$ cat src/rtl/adc_tx_pkg.sv
// Shared types and constants for the AD9284 DDR pattern transmitter.
package adc_tx_pkg;

  typedef enum logic [1:0] {
    IDLE  = 2'd0,
    TRAIN = 2'd1,
    RUN   = 2'd2
  } state_t;

  localparam logic [2:0] MODE_RAMP  = 3'd0;
  localparam logic [2:0] MODE_PN9   = 3'd1;
  localparam logic [2:0] MODE_CHECK = 3'd2;
  localparam logic [2:0] MODE_FIXED = 3'd3;

  localparam logic [7:0] TRAIN_RISE = 8'hAA;
  localparam logic [7:0] TRAIN_FALL = 8'h55;

  localparam logic [8:0] PN9_SEED = 9'h1FF;

  // One step of x^9+x^5+1, shifting toward the MSB
  function automatic logic [8:0] pn9_step(input logic [8:0] v);
    return {v[7:0], v[8] ^ v[4]};
  endfunction

endpackage

$ cat src/rtl/adc_tx_pn9.sv
// Two-step-per-cycle PN9 generator; outputs show the next pair so the
// parent can register them on the same edge the LFSR advances.
module adc_tx_pn9
  import adc_tx_pkg::*;
(
  input  logic       clk,
  input  logic       rst,
  input  logic       load,
  input  logic       advance,
  output logic [7:0] rise,
  output logic [7:0] fall,
  output logic       wrap
);

  logic [8:0] s;
  logic [8:0] base;
  logic [8:0] s1;
  logic [8:0] s2;

  always_comb begin
    base = load ? PN9_SEED : s;
    s1   = pn9_step(base);
    s2   = pn9_step(s1);
    rise = s1[7:0];
    fall = s2[7:0];
    wrap = (s2 == PN9_SEED);
  end

  always_ff @(posedge clk) begin
    if (rst) begin
      s <= '0;
    end else if (load || advance) begin
      s <= s2;
    end
  end

endmodule

$ cat src/rtl/adc_ddr_pattern_tx.sv
// DDR test-pattern transmitter with training preamble for AD9284 capture.
// Define ADC_TX_PN9_EN to build the PN9 generator for mode 1.
module adc_ddr_pattern_tx
  import adc_tx_pkg::*;
#(
  parameter int DATA_WIDTH = 8,
  parameter int TRAIN_LEN  = 16
) (
  input  logic                  clk,
  input  logic                  rst,
  input  logic                  enable,
  input  logic [2:0]            mode,
  input  logic [DATA_WIDTH-1:0] fixed_value,
  output logic [DATA_WIDTH-1:0] tx_data_rise,
  output logic [DATA_WIDTH-1:0] tx_data_fall,
  output logic                  tx_dco_rise,
  output logic                  tx_dco_fall,
  output logic                  tx_valid,
  output logic                  tx_train,
  output logic                  pattern_wrap
);

  state_t                state;
  logic [2:0]            mode_q;
  logic [7:0]            cnt;
  logic [DATA_WIDTH-1:0] n;

  logic                  last;
  logic                  run_entry;
  logic                  run_stay;
  logic                  to_train;
  logic                  to_run;
  logic [DATA_WIDTH-1:0] ramp_base;
  logic [DATA_WIDTH-1:0] pat_rise;
  logic [DATA_WIDTH-1:0] pat_fall;
  logic                  pat_wrap;

`ifdef ADC_TX_PN9_EN
  logic [7:0] pn_rise;
  logic [7:0] pn_fall;
  logic       pn_wrap;

  adc_tx_pn9 u_pn9 (
    .clk     (clk),
    .rst     (rst),
    .load    (run_entry),
    .advance (run_stay),
    .rise    (pn_rise),
    .fall    (pn_fall),
    .wrap    (pn_wrap)
  );
`endif

  always_comb begin
    last      = (cnt == 8'(TRAIN_LEN - 1));
    run_entry = enable && (state == TRAIN) && last;
    run_stay  = enable && (state == RUN) && (mode == mode_q);
    to_run    = run_entry || run_stay;
    to_train  = enable && ((state == IDLE) ||
                           (state == TRAIN && !last) ||
                           (state == RUN && mode != mode_q));
    ramp_base = run_entry ? '0 : n;
    pat_rise  = '0;
    pat_fall  = '0;
    pat_wrap  = 1'b0;
    case (mode_q)
      MODE_RAMP: begin
        pat_rise = ramp_base;
        pat_fall = ramp_base + DATA_WIDTH'(1);
        pat_wrap = (ramp_base == DATA_WIDTH'(8'hFE));
      end
`ifdef ADC_TX_PN9_EN
      MODE_PN9: begin
        pat_rise = pn_rise;
        pat_fall = pn_fall;
        pat_wrap = pn_wrap;
      end
`endif
      MODE_CHECK: begin
        pat_rise = TRAIN_RISE;
        pat_fall = TRAIN_FALL;
        pat_wrap = 1'b1;
      end
      MODE_FIXED: begin
        pat_rise = fixed_value;
        pat_fall = fixed_value;
      end
      default: ;
    endcase
  end

  always_ff @(posedge clk) begin
    if (rst) begin
      state        <= IDLE;
      mode_q       <= '0;
      cnt          <= '0;
      n            <= '0;
      tx_data_rise <= '0;
      tx_data_fall <= '0;
      tx_dco_rise  <= 1'b0;
      tx_dco_fall  <= 1'b0;
      tx_valid     <= 1'b0;
      tx_train     <= 1'b0;
      pattern_wrap <= 1'b0;
    end else begin
      unique case (1'b1)
        to_train: begin
          state <= TRAIN;
          // a fresh entry restarts the count and captures the new mode
          if (state == TRAIN) begin
            cnt <= cnt + 8'd1;
          end else begin
            cnt    <= '0;
            mode_q <= mode;
          end
          tx_data_rise <= TRAIN_RISE;
          tx_data_fall <= TRAIN_FALL;
          tx_dco_rise  <= 1'b1;
          tx_dco_fall  <= 1'b0;
          tx_valid     <= 1'b1;
          tx_train     <= 1'b1;
          pattern_wrap <= 1'b0;
        end
        to_run: begin
          state        <= RUN;
          n            <= ramp_base + DATA_WIDTH'(2);
          tx_data_rise <= pat_rise;
          tx_data_fall <= pat_fall;
          tx_dco_rise  <= 1'b1;
          tx_dco_fall  <= 1'b0;
          tx_valid     <= 1'b1;
          tx_train     <= 1'b0;
          pattern_wrap <= pat_wrap;
        end
        default: begin
          state        <= IDLE;
          tx_data_rise <= '0;
          tx_data_fall <= '0;
          tx_dco_rise  <= 1'b0;
          tx_dco_fall  <= 1'b0;
          tx_valid     <= 1'b0;
          tx_train     <= 1'b0;
          pattern_wrap <= 1'b0;
        end
      endcase
    end
  end

endmodule

$ cat config.mk
export PLATFORM = sky130hd
export DESIGN_NAME = adc_ddr_pattern_tx
export DESIGN_NICKNAME = d
export VERILOG_FILES = /design/src/rtl/adc_tx_pkg.sv /design/src/rtl/adc_tx_pn9.sv /design/src/rtl/adc_ddr_pattern_tx.sv
export SDC_FILE = /design/constraint.sdc
export NUM_CORES = 1
export LEC_CHECK = 0
export ABC_AREA = 1
export ABC_CLOCK_PERIOD_IN_PS = 2300
export BUFFER_PORTS_ARGS = -buffer_cell sky130_fd_sc_hd__buf_2
export CORE_ASPECT_RATIO = 0.6
export CORE_MARGIN = 8
export CORE_UTILIZATION = 45
export CTS_CLUSTER_DIAMETER = 150
export DETAILED_ROUTE_END_ITERATION = 7
export GPL_ROUTABILITY_DRIVEN = 0
export GPL_TIMING_DRIVEN = 0
export PLACE_DENSITY = 0.64
export SYNTH_ARGS = -nofsm -noshare
export SYNTH_HDL_FRONTEND = slang
export SYNTH_SLANG_ARGS = --single-unit
$ cat constraint.sdc
create_clock -name clk -period 2.3 [get_ports clk]
set_input_delay 0.46 -clock clk [delete_from_list [all_inputs] [get_ports clk]]
set_output_delay 0.46 -clock clk [all_outputs]
set_load 0.02 [all_outputs]
==> results.md, run 1 <==
* Synth Instances at 272
* Tightest Hold Check Type: in2reg
* Post-synth top area share at 39.38%
* Power Density at 589.1 nW/um^2
* Skew final at 0.008676 ns
* Clock sinks at 40
* Hold_ws at 0.3664 ns
* FF-to-FF End: tx_data_fall[2]$_SDFF_PP0_
* EDFF count, synth at 0
* Clk pin slew, worst setup/hold paths at 0.08 ns
* Tcrit/Tclk final at 92.86%
* Leakage Power at 1.063 nW
* Crit Path Category: reg2reg
* Synth Area in Compound Gates at 11.75%
* # hold bufs at CTS at 0
* DRC errors left at 0
* Post-synthesis mux area share at 0%
* Clk_lat worst skew at 0.29 ns
* RSZ-0062 raised after global routing: no
* Crit path largest cell delay at 0.38 ns
* Synth cell types at 35
* First drt pass iteration count at 4
* Endpoints failing hold at 0
* Worst path slowest cell: dfxtp_4
* Critical Path End Type: register
* CTS root buf: clkbuf_8
* Slew Limit Fails at 0
* Most frequent cell after synthesis: nand2_1
* Cell taking the most area after synthesis: dfxtp_1
* Layout Area Growth over Synthesis at 18.15%
* Wire length per cell at 12.76 um
* Vert. Die Dim at 68.07 um
* TritonCTS clock tree: yes
* Yosys reg bits at 40
* Final WL at 4797 um
* Simple-gate share of the synthesized area at 34.22%
* Worst path cell trace: ha_2 > nand3_2 > nor2_4 > nand2_4 > buf_12 > nand2_4 > inv_1 > ha_2 > inv_1 > nand2_1 > nand3_1 > nand3_1 > nand2_1 > nand2_1
* Most used DFF post-synth: dfxtp_1
* Total track usage at 14.59%
* Placed insts at 368
* # setup viols final at 0
* Layout cells sized above 1 at 26.52%
* Die Footprint at 6995 um^2
* Site row count at 19
* Minimum clock period at 2.136 ns
* Initial antenna violation count at 0
* Cell mode on critical path: nand2_1
* Worst-path maximum fanout at 10
* Diode count at 0
* Largest net degree at the start of global routing at 15
* Core footprint at 4469 um^2
* Highest Clock Rate at 468.2 MHz
* Place WS at 0.01308 ns
* Reg2reg setup slack at 0.16 ns
* First-pass GRT wire length at 7817 um
* Post-Layout Cell Count at 376
* Asr flop ratio synth at 0%
* Post-Synthesis Mean Instance Area at 7.475 um^2
* CTS Buf Count at 5
* Dpl hpwl at 3746 um
* Vias/cell at 4.848
* Reg2reg start: cnt[0]$_SDFFE_PP0P_
* Port-buffer cells at 33
* DRT iter0 DRCs at 143
* Vias in the first global route at 1624
* Yosys warns at 0
* H-tree levels at 2
* Total power at 0.001415 W
* Netlist Area Pre-Place at 2033 um^2
* Setup_tns at 0 ns
* Final-stage net count at 330
* CP startpoint: cnt[0]$_SDFFE_PP0P_
* Post-synthesis sequential area ratio at 39.38%
* Worst Hold Depth at 2
* Syn Nets at 290
* Clk buf depth at 2
* Peak VDD IR at 0.3203 mV
* Maxcap violations at 0
* Die X at 102.8 um
* Largest family of logic cells by synthesized area: simple AND/OR/NAND/NOR gates
* Via count at 1823
* Ports at 35
* Initial core utilization at 45.49%
* # Post-CTS Setup Buffers at 0
* CP startpoint kind: register
* Grt total ovfl at 0
* Crit path to: tx_data_fall[2]$_SDFF_PP0_
* Final WS setup at 0.1643 ns
* Reg2reg path depth at 14
* Post-synthesis xor/xnor area fraction at 4.308%
* WP data arrival at 2.33 ns
* Status: finished, final reports clean
* Routed Antenna Nets at 0
* Synth cell count leaders: 62 x nand2_1, 40 x dfxtp_1, 26 x a21oi_1, 26 x nor2_1, 21 x nand3_1
* CP required at 2.49 ns
* Top post-synthesis cells by area: dfxtp_1 39%, nand2_1 11%, a21oi_1 6.4%, nand3_1 5.2%, nor2_1 4.8%
* Adder-cell share of the synthesized area at 2.462%
-- cell families after synthesis --
logic type	Yosys count
AO/OA/AOI/OAI	44
XOR/XNOR	10
adder cells (fa/ha/maj)	4
buffers and inverters	33
flip-flops	40
other	1
AND/OR/NAND/NOR	140
-- registers in the layout, indices dropped and copies added (netlist names) --
signal        cells
cnt               8
pattern_wrap      1
tx_data_fall      8
tx_train          1
tx_data_rise      8
mode_q            3
state             2
n                 8
tx_valid          1
-- how the worst min path moves through the flow --
stage                         from                  end  slack, ns
2_1_floorplan  cnt[7]$_SDFFE_PP0P_  cnt[7]$_SDFFE_PP0P_       0.47
3_3_place_gp   cnt[7]$_SDFFE_PP0P_  cnt[7]$_SDFFE_PP0P_       0.50
3_5_place_dp   cnt[6]$_SDFFE_PP0P_  cnt[6]$_SDFFE_PP0P_       0.51
4_1_cts                        rst  cnt[0]$_SDFFE_PP0P_       0.36
5_1_grt                        rst  cnt[0]$_SDFFE_PP0P_       0.36
6_report                       rst  cnt[0]$_SDFFE_PP0P_       0.37
-- cell type report --
| type | count | area, um^2 |
|---|---|---|
| Sequential cell | 40 | 805.8 |
| Tap cell | 63 | 78.83 |
| Clock inverter | 3 | 46.29 |
| Fill cell | 459 | 2067 |
| Buffer | 5 | 46.29 |
| Clock buffer | 5 | 68.82 |
| Timing Repair Buffer | 33 | 165.2 |
| Inverter | 28 | 110.1 |
| Multi-Input combinational cell | 199 | 1081 |
-- per-stage QoR --
stage | utilization [%] | instance area [um^2]
final | 53.75 | 2402
after global placement | 50.95 | 2277
after global routing | 53.75 | 2402
after floorplan | - | 2033
after CTS | 53.56 | 2394
after detailed placement | 50.95 | 2277
-- per-layer routing --
| layer | track usage (%) | wire [um] | vias up |
|---|---|---|---|
| li1 | - | - | 961 |
| met1 | 21.84 | 2571 | 800 |
| met2 | 18.68 | 1756 | 58 |
| met3 | 3.756 | 417 | 4 |
| met4 | 6.440 | 51 | 0 |
| met5 | 0 | 0 | - |
-- worst max-delay path: cells and delay by family, from the launching register on --
family | cells | cell delay, ns
buf+inv | 3 | 0.33
simple gates | 9 | 0.86
fa+ha+maj | 2 | 0.45
flops | 1 | 0.38
-- where the power goes --
part           switching (W)  internal, W  leakage, nW  total [W]
clock network       0.000251     0.000327       0.0548   0.000578
logic              0.0000820    0.0000405        0.681   0.000122
registers         0.00000903     0.000706        0.327   0.000715
-- cell usage in the layout, fill, tap and decap left out, drive strengths merged --
cell type	netlist	final
o211ai	3	3
nand4	6	6
a21oi	27	27
a21boi	1	1
nor3b	1	1
clkinvlp	0	1
conb	1	1
xnor2	6	6
nor2	32	32
ha	4	4
clkinv	5	5
o21bai	1	1
bufinv	0	1
buf	4	37
dfxtp	40	40
nand2	73	73
clkbuf	1	6
xor2	4	4
inv	23	24
nand3	26	26
nor3	2	2
o31ai	1	1
o21ai	11	11
-- repair_timing --
item / 4_1_cts / 5_1_grt
gates resized for setup: 1 / 5
endpoints found under the setup margin: 1 / 5
pin swaps: 0 / 1
No activity file was read; power rests on OpenSTA's default activity.
==> run 2, diff against run 1 <==
--- a/config.mk
+++ b/config.mk
@@ -15,7 +15,8 @@
 export DETAILED_ROUTE_END_ITERATION = 7
 export GPL_ROUTABILITY_DRIVEN = 0
 export GPL_TIMING_DRIVEN = 0
-export PLACE_DENSITY = 0.64
+export PLACE_DENSITY = 0.7
+export RECOVER_POWER = 50
 export SYNTH_ARGS = -nofsm -noshare
 export SYNTH_HDL_FRONTEND = slang
 export SYNTH_SLANG_ARGS = --single-unit
==> run 2 against run 1 <==
Net effect: power about the same; first-iteration DRC count decreased by 6.3%; sequential power about the same; sequential share of layout area increased by 0.32 points; global-route usage increased by 0.086 points; register-to-register slack got worse by 0.02 ns; die area unchanged; combinational power about the same; hold slack improved by 0.00093 ns; non-clock buffer count unchanged; wire length decreased by 0.19%.
==> results.md, run 2 (synthesis gave the netlist of run 1 again) <==
* Reg2reg path depth at 14 (unchanged)
* Layout cells sized above 1 at 18.85% (was 26.52%)
* Status: finished, final reports clean (unchanged)
* First-pass GRT wire length at 7941 um (was 7817 um)
* Vias/cell at 5.035 (was 4.848)
* Grt total ovfl at 0 (unchanged)
* Ports at 35 (unchanged)
* Port-buffer cells at 33 (unchanged)
* Final WL at 4788 um (was 4797 um)
* Vias in the first global route at 1690 (was 1624)
* Commonest non-fill, non-tap cell in the layout: nand2_1 (unchanged)
* Minimum clock period at 2.157 ns (was 2.136 ns)
* CTS root buf: clkbuf_8 (unchanged)
* Initial antenna violation count at 0 (unchanged)
* H-tree levels at 2 (unchanged)
* Endpoints failing hold at 0 (unchanged)
* CP startpoint kind: register (unchanged)
* Tcrit/Tclk final at 93.78% (was 92.86%)
* Total track usage at 14.67% (was 14.59%)
* Wire length per cell at 12.73 um (was 12.76 um)
* Place WS at 0.001269 ns (was 0.01308 ns)
* WP data arrival at 2.35 ns (was 2.33 ns)
* Initial core utilization at 45.49% (unchanged)
* CTS Buf Count at 5 (unchanged)
* Final-stage net count at 330 (unchanged)
* Leakage Power at 0.9704 nW (was 1.063 nW)
* Worst path cell trace: ha_4 > nand3_2 > nor2_4 > nand2_4 > buf_12 > nand2_4 > inv_1 > ha_1 > inv_1 > nor2_1 > nand3_1 > nand2_1 > nand2_1 > a21oi_2 (was ha_2 > nand3_2 > nor2_4 > nand2_4 > buf_12 > nand2_4 > inv_1 > ha_2 > inv_1 > nand2_1 > nand3_1 > nand3_1 > nand2_1 > nand2_1)
* RSZ-0062 raised after global routing: no (unchanged)
* Dpl hpwl at 3662 um (was 3746 um)
* Routed Antenna Nets at 0 (unchanged)
* Flop pwr share at 50.6% (was 50.5%)
* Diode count at 0 (unchanged)
* Die Footprint at 6995 um^2 (unchanged)
* Register area at 802.0 um^2 (was 805.8 um^2)
* DRT iter0 DRCs at 134 (was 143)
* Worst path slowest cell: dfxtp_1 (was dfxtp_4)
* Clk buf depth at 2 (unchanged)
* Critical Path End Type: register (unchanged)
* First drt pass iteration count at 4 (unchanged)
* Largest net degree at the start of global routing at 14 (was 15)
* Highest Clock Rate at 463.6 MHz (was 468.2 MHz)
* # setup viols final at 0 (unchanged)
* Core footprint at 4469 um^2 (unchanged)
* DRC errors left at 0 (unchanged)
* Commonest cells after routing, fill and taps aside: 63 x nand2_1, 39 x dfxtp_1, 26 x nor2_1, 26 x a21oi_1, 22 x clkbuf_1 (was 62 x nand2_1, 38 x dfxtp_1, 33 x buf_2)
* Crit path largest cell delay at 0.41 ns (was 0.38 ns)
* Power Density at 597.1 nW/um^2 (was 589.1 nW/um^2)
* Worst Hold Depth at 2 (unchanged)
* Setup_tns at 0 ns (unchanged)
* Clk_lat worst skew at 0.29 ns (about the same)
* Final WS setup at 0.1430 ns (was 0.1643 ns)
* Crit Path Category: reg2reg (unchanged)
* Clock sinks at 40 (unchanged)
* Clk network pwr share at 40.9% (was 40.8%)
* Worst-path maximum fanout at 10 (unchanged)
* Area of the multi-input gates at 1084 um^2 (was 1081 um^2)
* Layout Area Growth over Synthesis at 16.49% (was 18.15%)
* Tightest Hold Check Type: in2reg (unchanged)
* Logic pwr share at 8.5% (was 8.7%)
* Peak VDD IR at 0.2088 mV (was 0.3203 mV)
* Internal power at 0.001065 W (was 0.001073 W)
* CP required at 2.49 ns (about the same)
* Fill cell count at 458 (was 459)
* Vert. Die Dim at 68.07 um (unchanged)
* Site row count at 19 (unchanged)
* Via count at 1893 (was 1823)
* Net Sw Frac at 24.71% (was 24.19%)
* Clk pin slew, worst setup/hold paths at 0.08 ns (about the same)
* TritonCTS clock tree: yes (unchanged)
* NetSw at 0.0003495 W (was 0.0003423 W)
* Maxcap violations at 0 (unchanged)
* Skew final at 0.004972 ns (was 0.008676 ns)
* Slew Limit Fails at 0 (unchanged)
* # hold bufs at CTS at 0 (unchanged)
* Die X at 102.8 um (unchanged)
## run 2: cell types whose count changed in the layout (fill, tap and decap cells not counted), moves of 2 or more
| cell | change |
|---|---|
| buf_2 | -20 |
| clkbuf_1 | +21 |
| o21ai_0 | +2 |
| o21ai_1 | -2 |
## run 2: routing by layer
layer	vias to the layer above	routed length (um)	part of all wire, %	track usage, %
met5	-	0	0	0
met4	0	43	0.90	4.651
met3	6	390	8.1	4.670
met2	47	1883	39	19.40
met1	875	2471	52	21.57
li1	965	-	-	-
## run 2: critical path, delay by kind of cell, from the launching register on
family / cells / cell delay, ns
simple gates: 8 / 0.75
fa+ha+maj: 2 / 0.44
flops: 1 / 0.41
buf+inv: 3 / 0.39
compound gates: 1 / 0.06
## run 2: layout make-up
class / count / share of cell area, %
plain buffers: 5 / 1.796
clock buffers: 5 / 2.905
clock inverters: 3 / 1.796
inverters: 28 / 4.649
multi-input cells: 199 / 45.75
flip-flops and latches: 40 / 33.86
well taps: 63 / 3.328
repair buffers: 33 / 5.917
## run 2: timing repair
| item | in CTS | in global routing |
|---|---|---|
| resized for setup | 2 | 2 |
| setup buffers | 0 | 0 |
| cloned | 0 | 0 |
| pin swaps | 0 | 0 |
| setup endpoints to repair | 2 | 3 |
## run 2: worst paths after layout
path                                           from                          to  slack, ns
worst max-delay path            cnt[1]$_SDFFE_PP0P_  tx_data_fall[5]$_SDFF_PP0_       0.14
worst min register to register  cnt[6]$_SDFFE_PP0P_         cnt[6]$_SDFFE_PP0P_       0.52
worst min-delay path                            rst         cnt[0]$_SDFFE_PP0P_       0.37
worst max register to register  cnt[1]$_SDFFE_PP0P_  tx_data_fall[5]$_SDFF_PP0_       0.14
## run 2: power by group through the flow
stage | Combinational [W] | Clock [W] | Sequential, W
global route | 0.000133 | 0.000634 | 0.000719
finish | 0.000120 | 0.000578 | 0.000716
floorplan | 0.0000680 | 0 | 0.000743
detailed placement | 0.000122 | 0 | 0.000731
global placement | 0.000123 | 0 | 0.000731
CTS | 0.000123 | 0.000598 | 0.000715
## run 2: stage by stage
stage / hold WS [ns] / total power [W] / utilization, % / instance area [um^2] / instances
6_report: 0.3673 / 0.001414 / 53.00 / 2369 / 376
5_1_grt: 0.3701 / 0.001486 / 53.00 / 2369 / 376
4_1_cts: 0.3632 / 0.001435 / 53.53 / 2392 / 376
3_5_place_dp: 0.4969 / 0.0008533 / 50.95 / 2277 / 368
3_3_place_gp: 0.4872 / 0.0008537 / 50.95 / 2277 / 368
2_1_floorplan: 0.4701 / 0.0008107 / - / 2033 / 272
==> run 3, diff against run 2 <==
--- a/config.mk
+++ b/config.mk
@@ -9,7 +9,7 @@
 export ABC_CLOCK_PERIOD_IN_PS = 2300
 export BUFFER_PORTS_ARGS = -buffer_cell sky130_fd_sc_hd__buf_2
 export CORE_ASPECT_RATIO = 0.6
-export CORE_MARGIN = 8
+export CORE_MARGIN = 2
 export CORE_UTILIZATION = 45
 export CTS_CLUSTER_DIAMETER = 150
 export DETAILED_ROUTE_END_ITERATION = 7
==> run 3 against run 2 <==
Net effect: clock skew up 0.0060 ns; sequential power about the same; fmax is 0.65% higher.
==> results.md, run 3 (synthesis gave the netlist of run 1 again) <==
* Status: finished, final reports clean (unchanged)
* WP data arrival at 2.33 ns (was 2.35 ns)
* Fill cell count at 429 (was 458)
* Vias in the first global route at 1646 (was 1690)
* Diode count at 0 (unchanged)
* Tightest Hold Check Type: in2reg (unchanged)
* Peak VDD IR at 0.3193 mV (was 0.2088 mV)
* Layout cells sized above 1 at 20.38% (was 18.85%)
* Highest Clock Rate at 466.6 MHz (was 463.6 MHz)
* First drt pass iteration count at 4 (unchanged)
* Port-buffer cells at 33 (unchanged)
* Endpoints failing hold at 0 (unchanged)
* Site row count at 18 (was 19)
* Slew Limit Fails at 0 (unchanged)
* CP required at 2.49 ns (about the same)
* Vert. Die Dim at 56.07 um (was 68.07 um)
* Tcrit/Tclk final at 93.18% (was 93.78%)
* Setup_tns at 0 ns (unchanged)
* Clk buf depth at 2 (unchanged)
* Crit Path Category: reg2reg (unchanged)
* Final instance area at 2364 um^2 (was 2369 um^2)
* Total track usage at 19.83% (was 14.67%)
* DRC errors left at 0 (unchanged)
* Grt total ovfl at 0 (unchanged)
* Final WL at 4764 um (was 4788 um)
* Routed Antenna Nets at 0 (unchanged)
* CTS root buf: clkbuf_8 (unchanged)
* Met2 WL at 1746 um (was 1883 um)
* # setup viols final at 0 (unchanged)
* Minimum clock period at 2.143 ns (was 2.157 ns)
* H-tree levels at 2 (unchanged)
* Maxcap violations at 0 (unchanged)
* Layout Area Growth over Synthesis at 16.25% (was 16.49%)
* Critical Path End Type: register (unchanged)
* Final-stage net count at 331 (was 330)
* RSZ-0062 raised after global routing: no (unchanged)
* Core footprint at 4212 um^2 (was 4469 um^2)
* Dpl hpwl at 3614 um (was 3662 um)
* Worst-Margin Slew at 0.5106 ns
* Largest net degree at the start of global routing at 14 (unchanged)
* Ports at 35 (unchanged)
* Vias/cell at 5.078 (was 5.035)
* Total power at 0.001333 W (was 0.001414 W)
* Die Footprint at 5089 um^2 (was 6995 um^2)
* Via count at 1899 (was 1893)
* Power Density at 564.0 nW/um^2 (was 597.1 nW/um^2)
* DRT iter0 DRCs at 121 (was 134)
* Max Used Layer: met4 (unchanged)
* Die X at 90.78 um (was 102.8 um)
* Post-Layout Cell Count at 374 (was 376)
* Worst-path maximum fanout at 10 (unchanged)
* Cell Area, Placed at 2273 um^2 (was 2277 um^2)
* Clock sinks at 40 (unchanged)
* Slew HR at 65.96%
* Initial antenna violation count at 0 (unchanged)
* # hold bufs at CTS at 0 (unchanged)
* Routed wl met3 at 384 um (was 390 um)
* Leakage Power at 0.9751 nW (was 0.9704 nW)
* Commonest non-fill, non-tap cell in the layout: nand2_1 (unchanged)
* Reg2reg setup slack at 0.16 ns (was 0.14 ns)
* Clk_lat worst skew at 0.30 ns (was 0.29 ns)
* Met1 Routed Length at 2556 um (was 2471 um)
* CP startpoint kind: register (unchanged)
* First-pass GRT wire length at 7921 um (was 7941 um)
* Placed insts at 365 (was 368)
* Initial core utilization at 48.28% (was 45.49%)
* CTS Buf Count at 5 (unchanged)
* Skew final at 0.01101 ns (was 0.004972 ns)
* Commonest cells after routing, fill and taps aside: 62 x nand2_1, 38 x dfxtp_1, 27 x nor2_1 (was 63 x nand2_1, 39 x dfxtp_1, 26 x nor2_1, 26 x a21oi_1, 22 x clkbuf_1)
* Wire length per cell at 12.74 um (was 12.73 um)
* TritonCTS clock tree: yes (unchanged)
* Clk pin slew, worst setup/hold paths at 0.09 ns (was 0.08 ns)
* Util after Layout at 56.12% (was 53.00%)
run 3: cell count changes in the layout (fill, tap and decap cells not counted), sizes merged:
cell	change
buf	+2
bufinv	-1
run 3: per-layer routing:
metal	vias to the layer above	global-route usage, %
met4	0	6.710
met3	11	5.827
met2	65	25.05
met1	856	30.93
li1	967	-
met5	-	0
run 3: path summary, 6_finish.rpt:
check	from	end	cells past startpoint
max reg2reg	cnt[0]$_SDFFE_PP0P_	tx_data_fall[4]$_SDFF_PP0_	14
min reg2reg	cnt[7]$_SDFFE_PP0P_	cnt[7]$_SDFFE_PP0P_	2
max	cnt[0]$_SDFFE_PP0P_	tx_data_fall[4]$_SDFF_PP0_	14
min	rst	cnt[0]$_SDFFE_PP0P_	2
run 3: layout make-up:
class,count,area [um^2],area share [%]
flip-flops and latches,40,805.8,34.09
repair buffers,34,147.6,6.247
inverters,28,110.1,4.659
clock buffers,6,82.58,3.494
well taps,60,75.07,3.176
clock inverters,2,15.01,0.6353
plain buffers,5,46.29,1.959
multi-input cells,199,1081,45.74
run 3: stage by stage:
step                setup slack, ns  hold WS (ns)
CTS                        0.005980        0.3595
global placement            0.04610        0.4868
detailed placement          0.01742        0.4940
floorplan                    0.3660        0.4701
global route               0.006455        0.3458
finish                       0.1569        0.3435
run 3: where the power goes:
group | switching (W) | internal [W]
registers | 0.00000908 | 0.000706
logic | 0.0000831 | 0.0000374
clock network | 0.000255 | 0.000243
total | 0.000347 | 0.000986
run 3: critical path, stage by stage, from the launching register on:
cell and delay (ns):
dfxtp_4 0.38, ha_2 0.22, nand3_2 0.12, nor2_4 0.15, nand2_4 0.10, buf_12 0.16, nand2_4 0.09, inv_1 0.10
ha_2 0.24, inv_1 0.09, o21ai_1 0.08, nand3_1 0.11, nand2_1 0.08, nand2_1 0.06, nand2_1 0.04
run 3: repair_timing:
item                                    in CTS  in global routing
buffers inserted                             0                  1
resized for setup                            1                  6
cloned                                       0                  0
endpoints found under the setup margin       2                  6
pin swaps                                    0                  1
